`src/rtl/branch_resolve_queue_if.sv`:
```
// Bundle of the fetch-push, execute-resolve and predictor-update signals
// of the branch resolve queue. The slave side is the queue itself.
interface branch_resolve_queue_if #(
    parameter int DEPTH = 4,
    parameter int PC_W  = 32,
    parameter int CNT_W = 16
);
    localparam int CNT_SZ = $clog2(DEPTH + 1);

    logic              push_valid;
    logic [PC_W-1:0]   push_pc;
    logic              push_pred;
    logic              push_ready;
    logic              res_valid;
    logic              res_taken;
    logic              res_ready;
    logic              flush;
    logic              upd;
    logic              upd_taken;
    logic [PC_W-1:0]   upd_pc;
    logic              mispredict;
    logic [CNT_SZ-1:0] count;
    logic [CNT_W-1:0]  mispred_cnt;
    logic [CNT_W-1:0]  resolved_cnt;

    // Fetch/execute side: drives pushes, resolves and flush.
    modport master (
        output push_valid, push_pc, push_pred, res_valid, res_taken, flush,
        input  push_ready, res_ready, upd, upd_taken, upd_pc, mispredict,
               count, mispred_cnt, resolved_cnt
    );

    // Queue side.
    modport slave (
        input  push_valid, push_pc, push_pred, res_valid, res_taken, flush,
        output push_ready, res_ready, upd, upd_taken, upd_pc, mispredict,
               count, mispred_cnt, resolved_cnt
    );
endinterface

```
`src/rtl/branch_resolve_queue.sv`:
```
// In-order queue of predicted branches. Each entry (PC + predicted
// direction) is matched against the execute outcome in program order and
// produces a registered one-cycle training pulse for the predictor, a
// mispredict flag and saturating statistics.
module branch_resolve_queue #(
    parameter int DEPTH = 4,
    parameter int PC_W  = 32,
    parameter int CNT_W = 16
) (
    input  logic                 clk,
    input  logic                 reset_n,
    branch_resolve_queue_if.slave bus
);
    localparam int PTR_W  = $clog2(DEPTH);
    localparam int CNT_SZ = $clog2(DEPTH + 1);
    localparam logic [CNT_SZ-1:0] FULL_CNT = CNT_SZ'(DEPTH);

    // Entry layout: {pc, predicted direction}
    logic [PC_W:0]       r_mem [DEPTH];

    logic [PTR_W-1:0]    r_wptr;
    logic [PTR_W-1:0]    r_rptr;
    logic [CNT_SZ-1:0]   r_count;
    logic                r_upd;
    logic                r_upd_taken;
    logic [PC_W-1:0]     r_upd_pc;
    logic                r_mispredict;
    logic [CNT_W-1:0]    r_mispred_cnt;
    logic [CNT_W-1:0]    r_resolved_cnt;

    logic                w_push_ready;
    logic                w_res_ready;
    logic                w_push_acc;
    logic                w_res_acc;
    logic [PC_W:0]       w_rd_entry;
    logic [PC_W-1:0]     w_rd_pc;
    logic                w_rd_pred;
    logic                w_mispred;

    // Readiness is purely a function of the registered occupancy, so a
    // same-cycle resolve never frees a slot for a push and vice versa.
    assign w_push_ready = (r_count != FULL_CNT);
    assign w_res_ready  = (r_count != '0);

    // A flush squashes the push arriving in the same cycle.
    assign w_push_acc = bus.push_valid & w_push_ready & ~bus.flush;
    assign w_res_acc  = bus.res_valid  & w_res_ready;

    assign w_rd_entry = r_mem[r_rptr];
    assign w_rd_pc    = w_rd_entry[PC_W:1];
    assign w_rd_pred  = w_rd_entry[0];
    assign w_mispred  = w_rd_pred ^ bus.res_taken;

    // Entry storage write; no reset so the array can map onto RAM.
    always_ff @(posedge clk) begin
        if (w_push_acc) begin
            r_mem[r_wptr] <= {bus.push_pc, bus.push_pred};
        end
    end

    // Pointer and occupancy tracking; flush realigns read onto write.
    always_ff @(posedge clk or negedge reset_n) begin
        if (!reset_n) begin
            r_wptr  <= '0;
            r_rptr  <= '0;
            r_count <= '0;
        end else begin
            if (w_push_acc) begin
                r_wptr <= r_wptr + PTR_W'(1);
            end
            if (bus.flush) begin
                r_rptr  <= r_wptr;
                r_count <= '0;
            end else begin
                if (w_res_acc) begin
                    r_rptr <= r_rptr + PTR_W'(1);
                end
                case ({w_push_acc, w_res_acc})
                    2'b10:   r_count <= r_count + CNT_SZ'(1);
                    2'b01:   r_count <= r_count - CNT_SZ'(1);
                    default: r_count <= r_count;
                endcase
            end
        end
    end

    // Registered predictor update; pc/taken hold between pulses.
    always_ff @(posedge clk or negedge reset_n) begin
        if (!reset_n) begin
            r_upd        <= 1'b0;
            r_upd_taken  <= 1'b0;
            r_upd_pc     <= '0;
            r_mispredict <= 1'b0;
        end else begin
            r_upd        <= w_res_acc;
            r_mispredict <= w_res_acc & w_mispred;
            if (w_res_acc) begin
                r_upd_taken <= bus.res_taken;
                r_upd_pc    <= w_rd_pc;
            end
        end
    end

    // Saturating statistics; unaffected by flush.
    always_ff @(posedge clk or negedge reset_n) begin
        if (!reset_n) begin
            r_mispred_cnt  <= '0;
            r_resolved_cnt <= '0;
        end else begin
            if (w_res_acc && (r_resolved_cnt != '1)) begin
                r_resolved_cnt <= r_resolved_cnt + CNT_W'(1);
            end
            if (w_res_acc && w_mispred && (r_mispred_cnt != '1)) begin
                r_mispred_cnt <= r_mispred_cnt + CNT_W'(1);
            end
        end
    end

    assign bus.push_ready   = w_push_ready;
    assign bus.res_ready    = w_res_ready;
    assign bus.upd          = r_upd;
    assign bus.upd_taken    = r_upd_taken;
    assign bus.upd_pc       = r_upd_pc;
    assign bus.mispredict   = r_mispredict;
    assign bus.count        = r_count;
    assign bus.mispred_cnt  = r_mispred_cnt;
    assign bus.resolved_cnt = r_resolved_cnt;
endmodule
```
`src/flat_wrapper.sv`:
```
// flat-port wrapper written by rule: the top's interface ports become plain ports
module branch_resolve_queue_flat 
#(
    parameter int DEPTH = 4,
    parameter int PC_W  = 32,
    parameter int CNT_W = 16
)
  (clk, reset_n, bus_push_valid, bus_push_pc, bus_push_pred, bus_res_valid, bus_res_taken, bus_flush, bus_push_ready, bus_res_ready, bus_upd, bus_upd_taken, bus_upd_pc, bus_mispredict, bus_count, bus_mispred_cnt, bus_resolved_cnt);
  branch_resolve_queue_if #(.DEPTH(DEPTH), .PC_W(PC_W), .CNT_W(CNT_W)) bus_i ();
  input  logic clk;
  input  logic reset_n;
  input wire logic [$bits(bus_i.push_valid)-1:0] bus_push_valid;
  input wire logic [$bits(bus_i.push_pc)-1:0] bus_push_pc;
  input wire logic [$bits(bus_i.push_pred)-1:0] bus_push_pred;
  input wire logic [$bits(bus_i.res_valid)-1:0] bus_res_valid;
  input wire logic [$bits(bus_i.res_taken)-1:0] bus_res_taken;
  input wire logic [$bits(bus_i.flush)-1:0] bus_flush;
  output wire logic [$bits(bus_i.push_ready)-1:0] bus_push_ready;
  output wire logic [$bits(bus_i.res_ready)-1:0] bus_res_ready;
  output wire logic [$bits(bus_i.upd)-1:0] bus_upd;
  output wire logic [$bits(bus_i.upd_taken)-1:0] bus_upd_taken;
  output wire logic [$bits(bus_i.upd_pc)-1:0] bus_upd_pc;
  output wire logic [$bits(bus_i.mispredict)-1:0] bus_mispredict;
  output wire logic [$bits(bus_i.count)-1:0] bus_count;
  output wire logic [$bits(bus_i.mispred_cnt)-1:0] bus_mispred_cnt;
  output wire logic [$bits(bus_i.resolved_cnt)-1:0] bus_resolved_cnt;
  assign bus_i.push_valid = bus_push_valid;
  assign bus_i.push_pc = bus_push_pc;
  assign bus_i.push_pred = bus_push_pred;
  assign bus_i.res_valid = bus_res_valid;
  assign bus_i.res_taken = bus_res_taken;
  assign bus_i.flush = bus_flush;
  assign bus_push_ready = bus_i.push_ready;
  assign bus_res_ready = bus_i.res_ready;
  assign bus_upd = bus_i.upd;
  assign bus_upd_taken = bus_i.upd_taken;
  assign bus_upd_pc = bus_i.upd_pc;
  assign bus_mispredict = bus_i.mispredict;
  assign bus_count = bus_i.count;
  assign bus_mispred_cnt = bus_i.mispred_cnt;
  assign bus_resolved_cnt = bus_i.resolved_cnt;
  branch_resolve_queue #(.DEPTH(DEPTH), .PC_W(PC_W), .CNT_W(CNT_W)) u_core (.clk(clk), .reset_n(reset_n), .bus(bus_i));
endmodule
```
`config.mk`:
```
export PLATFORM = sky130hd
export DESIGN_NAME = branch_resolve_queue_flat
export DESIGN_NICKNAME = d
export VERILOG_FILES = /design/src/rtl/branch_resolve_queue_if.sv /design/src/rtl/branch_resolve_queue.sv /design/src/flat_wrapper.sv
export SDC_FILE = /design/constraint.sdc
export NUM_CORES = 1
export LEC_CHECK = 0
export CORE_ASPECT_RATIO = 0.9
export CORE_UTILIZATION = 54
export CTS_CLUSTER_SIZE = 10
export DETAILED_ROUTE_END_ITERATION = 12
export PLACE_DENSITY = 0.76
export SLEW_MARGIN = 20
export SYNTH_ARGS = -nofsm -noshare
export SYNTH_HDL_FRONTEND = slang
export SYNTH_SLANG_ARGS = --single-unit
```
`constraint.sdc`:
```
create_clock -name clk -period 3.4 [get_ports clk]
set_input_delay 0.68 -clock clk [delete_from_list [all_inputs] [get_ports clk]]
set_output_delay 0.68 -clock clk [all_outputs]
set_load 0.005 [all_outputs]
```
==> metrics, run 1 <==
clk sink count 206; Synth Instances around 520; Hold Path Class input pin to async pin; first-pass GRT wire length 25400 µm; final core occ roughly 70%; antenna diode count 0; DR DRC count 0; RSZ-0062 raised after global routing false; Die Ht around 120 µm; Synth Net Count around 570; Max-Cap Viols 0; CTS Buffer Depth 3; Post-synth ARST share about 36%; post-layout total power ~7.5 mW; share of layout cells above drive strength 1 a little over an eighth; hpwl dp around 9700 µm; Clk pin slew, worst setup/hold paths 0.05 ns; DR vias 4730; wirelength, routed 15600 µm; maximum VDD drop about 0.00048 V; CTS H-tree lvls 1; crit path max fanout 8; #FFs+latches synth approximately 210; Worst Setup End Kind flop; Mean Syn Cell Area 15.5 µm²; FMAX ~0.38 GHz; row cnt between 40 and 50; CTS hold repair buffers 0; die area 15500 µm²; most frequent cells in the layout edfxtp_1, nand2_1, clkdlybuf4s50_1, dfrtp_1, mux4_2; routability cong. ~0.79; Post-Syn Area ~8000 µm²; Die Wd about 130 µm; Post-synth EDFFs 132; post-CTS setup buffers 0; Final period util 76.8%; Sw Ratio 26.5%; core area ~15000 µm²; worst hold margin 0.352 ns; Root Driver clkbuf_16; internal power approximately 5.5 mW; Seq/Total Area, Yosys 71.8%; Clock Latency Late Sink 0.50 ns; GR Overflow Total 0; predominant post-synthesis flop cell edfxtp_1; Initial DRT Pass Iterations 4; main area contributors after synthesis edfxtp_1, dfrtp_1, mux4_2; post_cts resized 0; placed cells approximately 820; Critical-path top delay cell or4b_2; min Tclk post-route around 2.6 ns; Starting Density around 55%; Iteration-0 DRC Markers 280; Clk network pwr share about 30%; Unique masters post-synth 43; crit path DAT 3.03 ns; Final Hold Viols 0; Slew Viols, Final 0; vias per cell between 5 and 6; Setup TNS Final 0 ns; most common library cell in the layout ignoring fill and taps edfxtp_1; status finished, final reports clean; Final setup viols 0; port buffer count 110; Setup CP Type input pin to flop; combinational fraction of design power about a quarter; # IOs 111; initial antenna violation count 0; post-DR wirelength/cell between 15 and 20 µm; CTS tree done; headroom to the max-slew limit 34.9%; CP dominant cell by count a21oi_1; Crit path largest cell delay about 0.65 ns; Slew @ Worst Pin 0.976 ns; Post-Layout Cell Count around 860; Synth area leader edfxtp_1; static leakage between 3 and 4 nW; skew final between 0.006 and 0.007 ns; area added between synthesis and finish 25.9%; Yosys warnings 0; post-route ant nets 0; largest net degree at the start of global routing 75; post-synth top area share 48.9%; switching power about 2 mW; number of global-route vias before repair 4937; sequential cell fraction of total power between 40 and 50%; CP startpoint kind input pin; all-layer global routing usage a little over a fifth; Total Nets Final between 600 and 700; Num CTS Buffers 24; sequence of cells on the critical path clkdlybuf4s50_1 > and3b_1 > nor2_1 > fa_1 > or4b_2 > a21oi_1 > a31oi_1 > a21oi_1; P per Cell Area about 740 nW/µm²; WP data required approximately 3.8 ns
==> routing by layer <==
metal	part of all wire (%)	GRT usage [%]
met3	5.3	3.78
met2	50	36.4
met1	42	27.2
met4	2.2	6.25
met5	0	0
==> final cells by class <==
class                      instances  area [µm²]
sequential                       206        5820
fill                             967        4460
multi-input combinational        287        2180
timing repair buffer             123        1230
clock buffer                      42         699
tap                              198         248
inverter                           7        26.3
==> cells in the mapped netlist (2+ instances only) <==
master,n
and2_1,5
nor4b_1,2
buf_2,7
a41oi_1,2
buf_1,6
mux4_2,32
xnor2_1,12
nand4_1,9
nor3_1,7
nor4_1,6
nor3b_1,2
inv_1,7
nor2_1,15
edfxtp_1,132
nand3b_1,2
nand2_1,115
clkbuf_1,9
mux2i_1,3
and3_1,4
o21ai_0,5
nand2b_1,2
mux2_2,3
a31oi_1,5
dfrtp_1,74
ha_1,6
a21oi_1,6
xor2_1,18
or3_1,3
nand3_1,10
==> cell families (layout without fill, tap and decap cells) <==
family,after synthesis,after routing,share of synthesized area (%)
mux,39,39,9.87
fa+ha+maj,7,7,1.17
xor+xnor,30,30,3.24
flops,206,206,71.8
compound gates,22,22,1.67
simple gates,189,189,10.7
buf+inv,30,172,1.59
==> worst max-delay path, delay by kind of cell <==
kind,cells,cell delay [ns]
buf+inv,1,0.55
simple gates,3,1.04
compound gates,3,0.34
fa+ha+maj,1,0.42
==> registers in the layout (all words and copies together), names as in the netlist <==
signal,count
u_core.bus.count,3
u_core.bus.mispred_cnt,16
u_core.bus.mispredict,1
u_core.bus.resolved_cnt,16
u_core.bus.upd,1
u_core.bus.upd_pc,32
u_core.bus.upd_taken,1
u_core.r_mem,132
u_core.r_rptr,2
u_core.r_wptr,2
==> power groups by stage <==
| stage | combinational (mW) | sequential [mW] | clock (mW) |
|---|---|---|---|
| floorplan | 1.04 | 3.36 | 0 |
| global placement | 1.80 | 3.43 | 0 |
| detailed placement | 1.84 | 3.46 | 0 |
| CTS | 1.86 | 3.42 | 2.32 |
| global route | 1.99 | 3.46 | 2.43 |
| finish | 1.83 | 3.41 | 2.28 |
==> stage by stage <==
| stage | setup slack, ns | cell area [µm²] |
|---|---|---|
| floorplan | 0.467 | 8100 |
| global placement | 0.425 | 9500 |
| detailed placement | 0.301 | 9500 |
| CTS | 0.816 | 10200 |
| global route | 0.605 | 10200 |
| finish | 0.789 | 10200 |
==> path summary, 6_finish.rpt <==
path | slack, ns | cells past startpoint | to | startpoint
worst max register to register | 0.81 | 9 | u_core.bus.count[2]$_DFFE_PN0P_ | u_core.bus.count[0]$_DFFE_PN0P_
worst max-delay path | 0.79 | 8 | u_core.bus.count[2]$_DFFE_PN0P_ | bus_flush
max in group asynchronous | 2.37 | 1 | u_core.r_rptr[0]$_DFFE_PN0P_ | reset_n
worst min-delay path | 0.35 | 1 | u_core.bus.upd_pc[5]$_DFFE_PN0P_ | reset_n
worst min register to register | 0.48 | 2 | u_core.bus.upd_pc[20]$_DFFE_PN0P_ | u_core.bus.upd_pc[20]$_DFFE_PN0P_
min in group clk | 0.48 | 2 | u_core.bus.upd_pc[20]$_DFFE_PN0P_ | u_core.bus.upd_pc[20]$_DFFE_PN0P_
Power figures use the tool's default switching activity.
==> run 2: changes to the inputs <==
==> constraint.sdc (replaced) <==
create_clock -name clk -period 2.71 [get_ports clk]
set_input_delay 0.542 -clock clk [delete_from_list [all_inputs] [get_ports clk]]
set_output_delay 0.542 -clock clk [all_outputs]
set_load 0.005 [all_outputs]
==> metrics, run 2 (synthesized netlist as in run 1, its figures left out) <==
Num CTS Buffers 24; max reg flops roughly 130; hpwl dp roughly 10000 µm; all-layer global routing usage between 20 and 25%; CP startpoint kind flop; Starting Density 55.3%; skew final approximately 0.019 ns; Worst Setup End Kind flop; placed cell area about 9600 µm²; area added between synthesis and finish 26.5%; antenna diode count 0; Hold Path Class input pin to async pin; final instance area 10200 µm²; first-pass GRT wire length between 20000 and 30000 µm; status finished, final reports clean; min Tclk post-route around 2.5 ns; Clock Latency Late Sink roughly 0.5 ns; sequence of cells on the critical path nor2_1 > nand2_1 > and3b_1 > nor2_1 > fa_1 > or4b_2 > a21oi_1 > a31oi_1 > a21oi_1; Iteration-0 DRC Markers between 200 and 300; R2R setup slack 0.21 ns; port buffer count 110; routability cong. just under 0.8; largest net degree at the start of global routing 43; most frequent cells in the layout edfxtp_1, nand2_1, clkdlybuf4s50_1, dfrtp_1, mux4_2; Crit path largest cell delay ~0.65 ns; worst hold margin 0.0307 ns; core area around 15000 µm²; Setup CP Type flop to flop; post-route ant nets 0; Final setup viols 0; vias per cell ~5.4; Max-Cap Viols 0; Slew @ Worst Pin about 0.56 ns; number of global-route vias before repair 4974; CTS hold repair buffers 0; initial antenna violation count 0; static leakage between 3 and 4 nW; Clk pin slew, worst setup/hold paths about 0.050 ns; crit path max fanout 11; post-CTS setup buffers 0; CTS Buffer Depth 3; row cnt 42; Final period util between 90 and 100%; clk sink count 206; Die Wd approximately 130 µm; die area between 15000 and 20000 µm²; CTS H-tree lvls 1; share of layout cells above drive strength 1 14.6%; post_cts resized 0; Total Nets Final between 700 and 800; Slew Viols, Final 0; DR DRC count 0; Die Ht 118 µm; P per Cell Area ~920 nW/µm²; Final Hold Viols 0; CTS tree done; crit path DAT 2.92 ns; Critical-path top delay cell or4b_2; Placement Setup Slack -0.0398 ns; FMAX roughly 0.4 GHz; Initial DRT Pass Iterations 4; Most flops, register u_core.r_mem; Root Driver clkbuf_16; most common library cell in the layout ignoring fill and taps edfxtp_1; post-DR wirelength/cell around 18 µm; Final WS setup roughly 0.21 ns; maximum VDD drop 0.000682 V; DR vias 4728; RSZ-0062 raised after global routing false; wirelength, routed 16000 µm; GR Overflow Total 0; WP data required roughly 3.1 ns; headroom to the max-slew limit 62.6%; # IOs between 100 and 150
## run 2: cell types whose count changed in the layout (fill, tap and decap cells not counted), sizes merged
cell,delta
buf,+10
clkinv,+1
## run 2: per-layer routing
| layer | wire [µm] | track usage (%) |
|---|---|---|
| met1 | 6430 | 28.6 |
| met2 | 8270 | 37.6 |
| met3 | 999 | 4.46 |
| met5 | 0 | 0 |
| met4 | 245 | 6.03 |
## run 2: layout make-up
| cell class | instances | area [µm²] |
|---|---|---|
| Multi-Input combinational cell | 287 | 2180 |
| Tap cell | 198 | 248 |
| Inverter | 7 | 26.3 |
| Timing Repair Buffer | 133 | 1280 |
| Clock buffer | 42 | 678 |
| Fill cell | 936 | 4410 |
| Clock inverter | 1 | 16.3 |
| Sequential cell | 206 | 5820 |
## run 2: worst paths after layout
check | startpoint | to | cells after the start
min | reset_n | u_core.bus.upd_pc[31]$_DFFE_PN0P_ | 1
max in group asynchronous | reset_n | u_core.bus.mispred_cnt[10]$_DFFE_PN0P_ | 2
max reg2reg | u_core.bus.count[0]$_DFFE_PN0P_ | u_core.bus.count[2]$_DFFE_PN0P_ | 9
max | u_core.bus.count[0]$_DFFE_PN0P_ | u_core.bus.count[2]$_DFFE_PN0P_ | 9
min reg2reg | u_core.bus.upd_pc[2]$_DFFE_PN0P_ | u_core.bus.upd_pc[2]$_DFFE_PN0P_ | 2
min in group clk | u_core.bus.upd_pc[2]$_DFFE_PN0P_ | u_core.bus.upd_pc[2]$_DFFE_PN0P_ | 2
## run 2: power by group
| group | total [mW] | switching, mW | internal, mW |
|---|---|---|---|
| clock | 2.84 | 1.16 | 1.68 |
| sequential | 4.24 | 0.333 | 3.90 |
| combinational | 2.36 | 1.05 | 1.31 |
| total | 9.44 | 2.54 | 6.90 |
## run 2: critical path: cells and delay by family, from the launching register on
kind	cells	cell delay [ns]
AND/OR/NAND/NOR	5	1.19
adder cells (fa/ha/maj)	1	0.40
flip-flops	1	0.49
AO/OA/AOI/OAI	3	0.34
## run 2: metrics by stage
stage	total power, mW	TNS [ns]	instances	util [%]
after floorplan	5.52	0	523	-
after global placement	6.60	0	831	65.1
after detailed placement	6.68	-0.0398	831	65.1
after CTS	9.54	0	874	69.9
after global routing	9.92	0	874	69.9
final	9.44	0	874	69.9
==> variant 1 (flow settings as in run 1) <==
`CNT_W` is set to 16 in 3 places; all go to 32.
--- a/src/rtl/branch_resolve_queue_if.sv
+++ b/src/rtl/branch_resolve_queue_if.sv
@@ -5,3 +5,3 @@
     parameter int PC_W  = 32,
-    parameter int CNT_W = 16
+    parameter int CNT_W = 32
 );
--- a/src/rtl/branch_resolve_queue.sv
+++ b/src/rtl/branch_resolve_queue.sv
@@ -7,3 +7,3 @@
     parameter int PC_W  = 32,
-    parameter int CNT_W = 16
+    parameter int CNT_W = 32
 ) (
--- a/src/flat_wrapper.sv
+++ b/src/flat_wrapper.sv
@@ -5,3 +5,3 @@
     parameter int PC_W  = 32,
-    parameter int CNT_W = 16
+    parameter int CNT_W = 32
 )
Ports: changed (resized bus_mispred_cnt and bus_resolved_cnt); port bits go from 111 to 143. The function was not compared with the original's and may differ.
==> variant 1 against run 1 <==
Combinational power grew 22%. Sequential cell count grew 32. Wire length grew 30%. Critical path depth fell by 6. Total power increased by 14%. Synthesized cell count rose by 27%. First-iteration DRC count increased by 24%. Clock skew is 1.9 ps higher. Clock power grew 11%. Area after synthesis is 19% higher. Critical endpoint is now bus_push_ready. Core utilization is 0.24 points lower. Cell area increased by 19%. Worst setup slack worse by 160 ps.
==> variant 1: results (changes against run 1) <==
| Metric | Value |
|---|---|
| Num CTS Buffers | 27 (+13%) |
| Maximum VDD drop | 0.5609 mV (+16%) |
| Seq/Total Area, Yosys | 0.6848 (-0.03304) |
| Final Net Count | 867 (+25%) |
| Layout Skew | 8.555 ps (+1.895 ps) |
| Number of global-route vias before repair | 6160 (+25%) |
| Gr usage total | 0.2311 (+0.02109) |
| Post-CTS setup buffer count | 0 (unchanged) |
| Crit-path max FO | 6 (-2) |
| Avg WL per Cell | 18.80 um (+4.3%) |
| Async S/R FF share, synth | 0.4454 (+0.08615) |
| R2R Setup Slk | 970 ps (+160 ps) |
| Most area-consuming cells after synthesis | edfxtp_1 (41%), dfrtp_1 (27%), mux4_2 (7.7%), nand2_1 (5.0%), xnor2_1 (5.0%) |
| DP HPWL | 13050 um (+34%) |
| Clk root buf | clkbuf_16 |
| Worst rel slew slack | 0.4348 (+0.08555) |
| 1st-pass router iterations | 5 (+1) |
| I/O Buffers | 142 (+29%) |
| Mapped Nets | 710 (+25%) |
| Post-synth top cells | edfxtp_1 (132), nand2_1 (129), dfrtp_1 (106) |
| Skew-Pair Late Insertion Delay | 530 ps (+30 ps) |
| P_sw | 2.422 mW (+21%) |
| Status | completed |
| Dpl ws | 415.9 ps (+115.1 ps) |
| Avg Synthesized Cell Area | 14.55 um2 (-6.1%) |
| First-pass GRT wire length | 32480 um (+28%) |
| Largest net degree at the start of global routing | 57 (-24%) |
| GPL Wtd Cong | 0.8763 (+10%) |
| Cells after DPL | 1032 (+26%) |
variant 1: worst max path at each step:
| stage | endpoint | slack, ps |
|---|---|---|
| 2_1_floorplan | u_core.r_mem[0][0] | 1000 |
| 3_3_place_gp | u_core.bus.mispred_cnt[1] | 450 |
| 3_5_place_dp | u_core.bus.mispred_cnt[1] | 420 |
| 4_1_cts | bus_push_ready | 610 |
| 5_1_grt | bus_push_ready | 550 |
| 6_report | bus_push_ready | 630 |
variant 1: cell type report:
type	count	area (um2)
tap	240	300.3
fill	1183	5383
sequential	238	6619
clock inverter	1	20.02
timing repair buffer	152	1556
clock buffer	44	739.5
multi-input combinational	396	2914
inverter	6	22.52
variant 1: cell families after synthesis:
family / count (synthesis) / synth area share
AND/OR/NAND/NOR: 274 / 0.1396
flip-flops: 238 / 0.6848
XOR/XNOR: 67 / 0.06229
multiplexers: 37 / 0.08146
buffers and inverters: 30 / 0.01411
AO/OA/AOI/OAI: 11 / 0.007900
adder cells (fa/ha/maj): 7 / 0.009842
variant 1: critical path, stage by stage (launching register included):
cell and delay, ps:
dfrtp_1 490, or3b_2 570, clkdlybuf4s50_1 510
variant 1: power by group through the flow:
stage / Clock (mW) / Combinational, mW / Sequential, mW
floorplan: 0 / 1.26 / 3.83
global placement: 0 / 2.19 / 3.85
detailed placement: 0 / 2.26 / 3.88
CTS: 2.59 / 2.29 / 3.83
global route: 2.70 / 2.46 / 3.88
finish: 2.53 / 2.24 / 3.83
variant 1: metal layers:
layer / GRT usage / wire (um) / up-vias
met5: 0 / 0 / -
met4: 0.05250 / 335 / 0
met3: 0.04466 / 1352 / 31
met2: 0.3848 / 9987 / 228
met1: 0.3185 / 8569 / 2995
li1: - / - / 2763
variant 1: per-stage QoR:
stage / cell area [um2] / hold slack, ps
after floorplan: 9662 / 384.4
after detailed placement: 11410 / 462.8
after global routing: 12170 / 294.3
after global placement: 11410 / 460.5
final: 12170 / 230.7
after CTS: 12170 / 250.1
==> variant 2 (flow settings as in run 1) <==
Without the edit above. Reset style: synchronous (`reset_n`), changed in 3 clocked blocks.
--- a/src/rtl/branch_resolve_queue.sv
+++ b/src/rtl/branch_resolve_queue.sv
@@ -61,3 +61,3 @@
     // Pointer and occupancy tracking; flush realigns read onto write.
-    always_ff @(posedge clk or negedge reset_n) begin
+    always_ff @(posedge clk) begin
         if (!reset_n) begin
@@ -87,3 +87,3 @@
     // Registered predictor update; pc/taken hold between pulses.
-    always_ff @(posedge clk or negedge reset_n) begin
+    always_ff @(posedge clk) begin
         if (!reset_n) begin
@@ -104,3 +104,3 @@
     // Saturating statistics; unaffected by flush.
-    always_ff @(posedge clk or negedge reset_n) begin
+    always_ff @(posedge clk) begin
         if (!reset_n) begin
Check against the original RTL: differs if reset_n is asserted again (counterexample within 4 cycles, from zero or initial values and one cycle with reset_n low); with reset_n held inactive, the same outputs for 4 cycles.
==> variant 2 against run 1 <==
Global-route usage is 2.5 points higher. Non-clock buffer count did not move. Sequential cell count rose by 2. Critical path type is now flip-flop to flip-flop. Worst setup slack gained 7.1 ps. Area after synthesis is 1.3% higher. Cell area up 0.56%. Largest cell class unchanged. Wire length increased by 15%.
Power is not compared: it rests on default switching activity, and its combinational part moved more than twofold at a synthesized area within 25%.
==> variant 2: results (changes against run 1) <==
| Metric | Value |
|---|---|
| Post-CTS Hold Buffers | 0 (unchanged) |
| Leak pwr | 3.264 nW |
| Met3 WL post-DR | 1065 um (+30%) |
| Skew-Pair Late Insertion Delay | 510 ps |
| Mapped Nets | 634 (+11%) |
| Top_reg_cell synth | edfxtp_1 |
| Routed via count | 5363 (+13%) |
| Met1 Resource Use GR | 0.2944 (+0.02257) |
| Post-synth top cells | edfxtp_1 (132), nand2_1 (89), dfxtp_1 (76) |
| Final Net Count | 751 (+8.1%) |
| First-pass GRT wire length | 28570 um (+12%) |
| Ant. Diodes | 0 (unchanged) |
| Synth Area in Adders | 0.01311 (+0.001372) |
| Dpl ws | 426.2 ps (+125.4 ps) |
| Fill cells | 1008 (+4.2%) |
| Max reg flops | 132 (unchanged) |
| Num CTS Buffers | 24 (unchanged) |
| # setup viols final | 0 (unchanged) |
| Pwr Total | about 5.3 mW |
| GPL Wtd Cong | 0.8606 (+8.4%) |
| Mux cell area share after synthesis | 0.1101 (+0.01137) |
| Most area-consuming cells after synthesis | edfxtp_1 (48%), dfxtp_1 (19%), mux4_2 (9.1%), nand2_1 (4.1%), a21oi_1 (3.0%) |
| GR Util met3 | 0.03533 (-0.002418) |
| Share of cells above drive strength 1 | 0.1177 (-0.01310) |
| Status | completed |
| Crit-path max FO | 7 (-1) |
| Power Combinational | 0.312 mW |
| I/O Buffers | 110 (unchanged) |
| Cell Area, Placed | 9570 um2 (+0.72%) |
| Vias per cell | 5.829 (+6.4%) |
| Avg Synthesized Cell Area | 13.98 um2 (-9.7%) |
| Cells after DPL | 876 (+6.7%) |
| DP HPWL | 11090 um (+14%) |
| Largest net degree at the start of global routing | 48 (-36%) |
| Most flops, register | u_core.r_mem |
| Max layer used | met4 |
| Initial antenna violation count | 0 (unchanged) |
| Detailed Route Iter0 Violations | 442 (+58%) |
| Clock group | 2.26 mW |
| Post-CTS sizing | 0 (unchanged) |
| Post-CTS setup buffer count | 0 (unchanged) |
| Maximum VDD drop | between 0.5 and 0.6 mV |
| Worst min-delay path class | flip-flop to flip-flop |
| Seq/Total Area, Yosys | 0.6683 (-0.04955) |
| 1st-pass router iterations | 5 (+1) |
| Count of different cell masters after synthesis | 38 (-12%) |
| Number of global-route vias before repair | 5356 (+8.5%) |
| Async S/R FF share, synth | 0 (-0.3592) |
| Synth Area in Compound Gates | 0.05930 (+0.04262) |
| Total of warnings raised by yosys | 0 (unchanged) |
| Post-Synth XOR/XNOR Area | 0.007317 (-0.02512) |
| Tightest Pin Transition | 660.4 ps (-315.6 ps) |
| Routed length on met1 | 7127 um (+8.3%) |
| Met2 routed wirelength | 9350 um (+20%) |
| Layout Skew | 10.87 ps (+4.213 ps) |
| Internal | 4.218 mW |
| Met2 global-route usage | 0.4236 (+0.05925) |
| Gr usage total | 0.2345 (+0.02454) |
| Avg WL per Cell | 19.53 um (+8.3%) |
-- variant 2: final cells by class --
cell class / count / area, um2 / area share
Timing Repair Buffer: 123 / 1249 / 0.1217
Sequential cell: 208 / 5488 / 0.5349
Clock inverter: 1 / 16.27 / 0.001586
Multi-Input combinational cell: 335 / 2541 / 0.2477
Clock buffer: 43 / 671.9 / 0.06550
Tap cell: 198 / 247.7 / 0.02415
Inverter: 12 / 45.04 / 0.004391
-- variant 2: path summary, 6_finish.rpt --
check	cells past startpoint	slack [ps]	from	end
min reg2reg	2	460	u_core.bus.upd_pc[11]	u_core.bus.upd_pc[11]
max	9	800	u_core.bus.count[2]	u_core.bus.count[2]
max reg2reg	9	800	u_core.bus.count[2]	u_core.bus.count[2]
min	2	460	u_core.bus.upd_pc[11]	u_core.bus.upd_pc[11]
-- variant 2: worst max-delay path, stage by stage, from the launching register on --
cell	delay, ps
dfxtp_1	450
or3b_2	490
and3_1	270
inv_1	80
ha_1	160
inv_1	60
fa_1	370
xor2_1	160
or3_1	310
a21oi_1	160
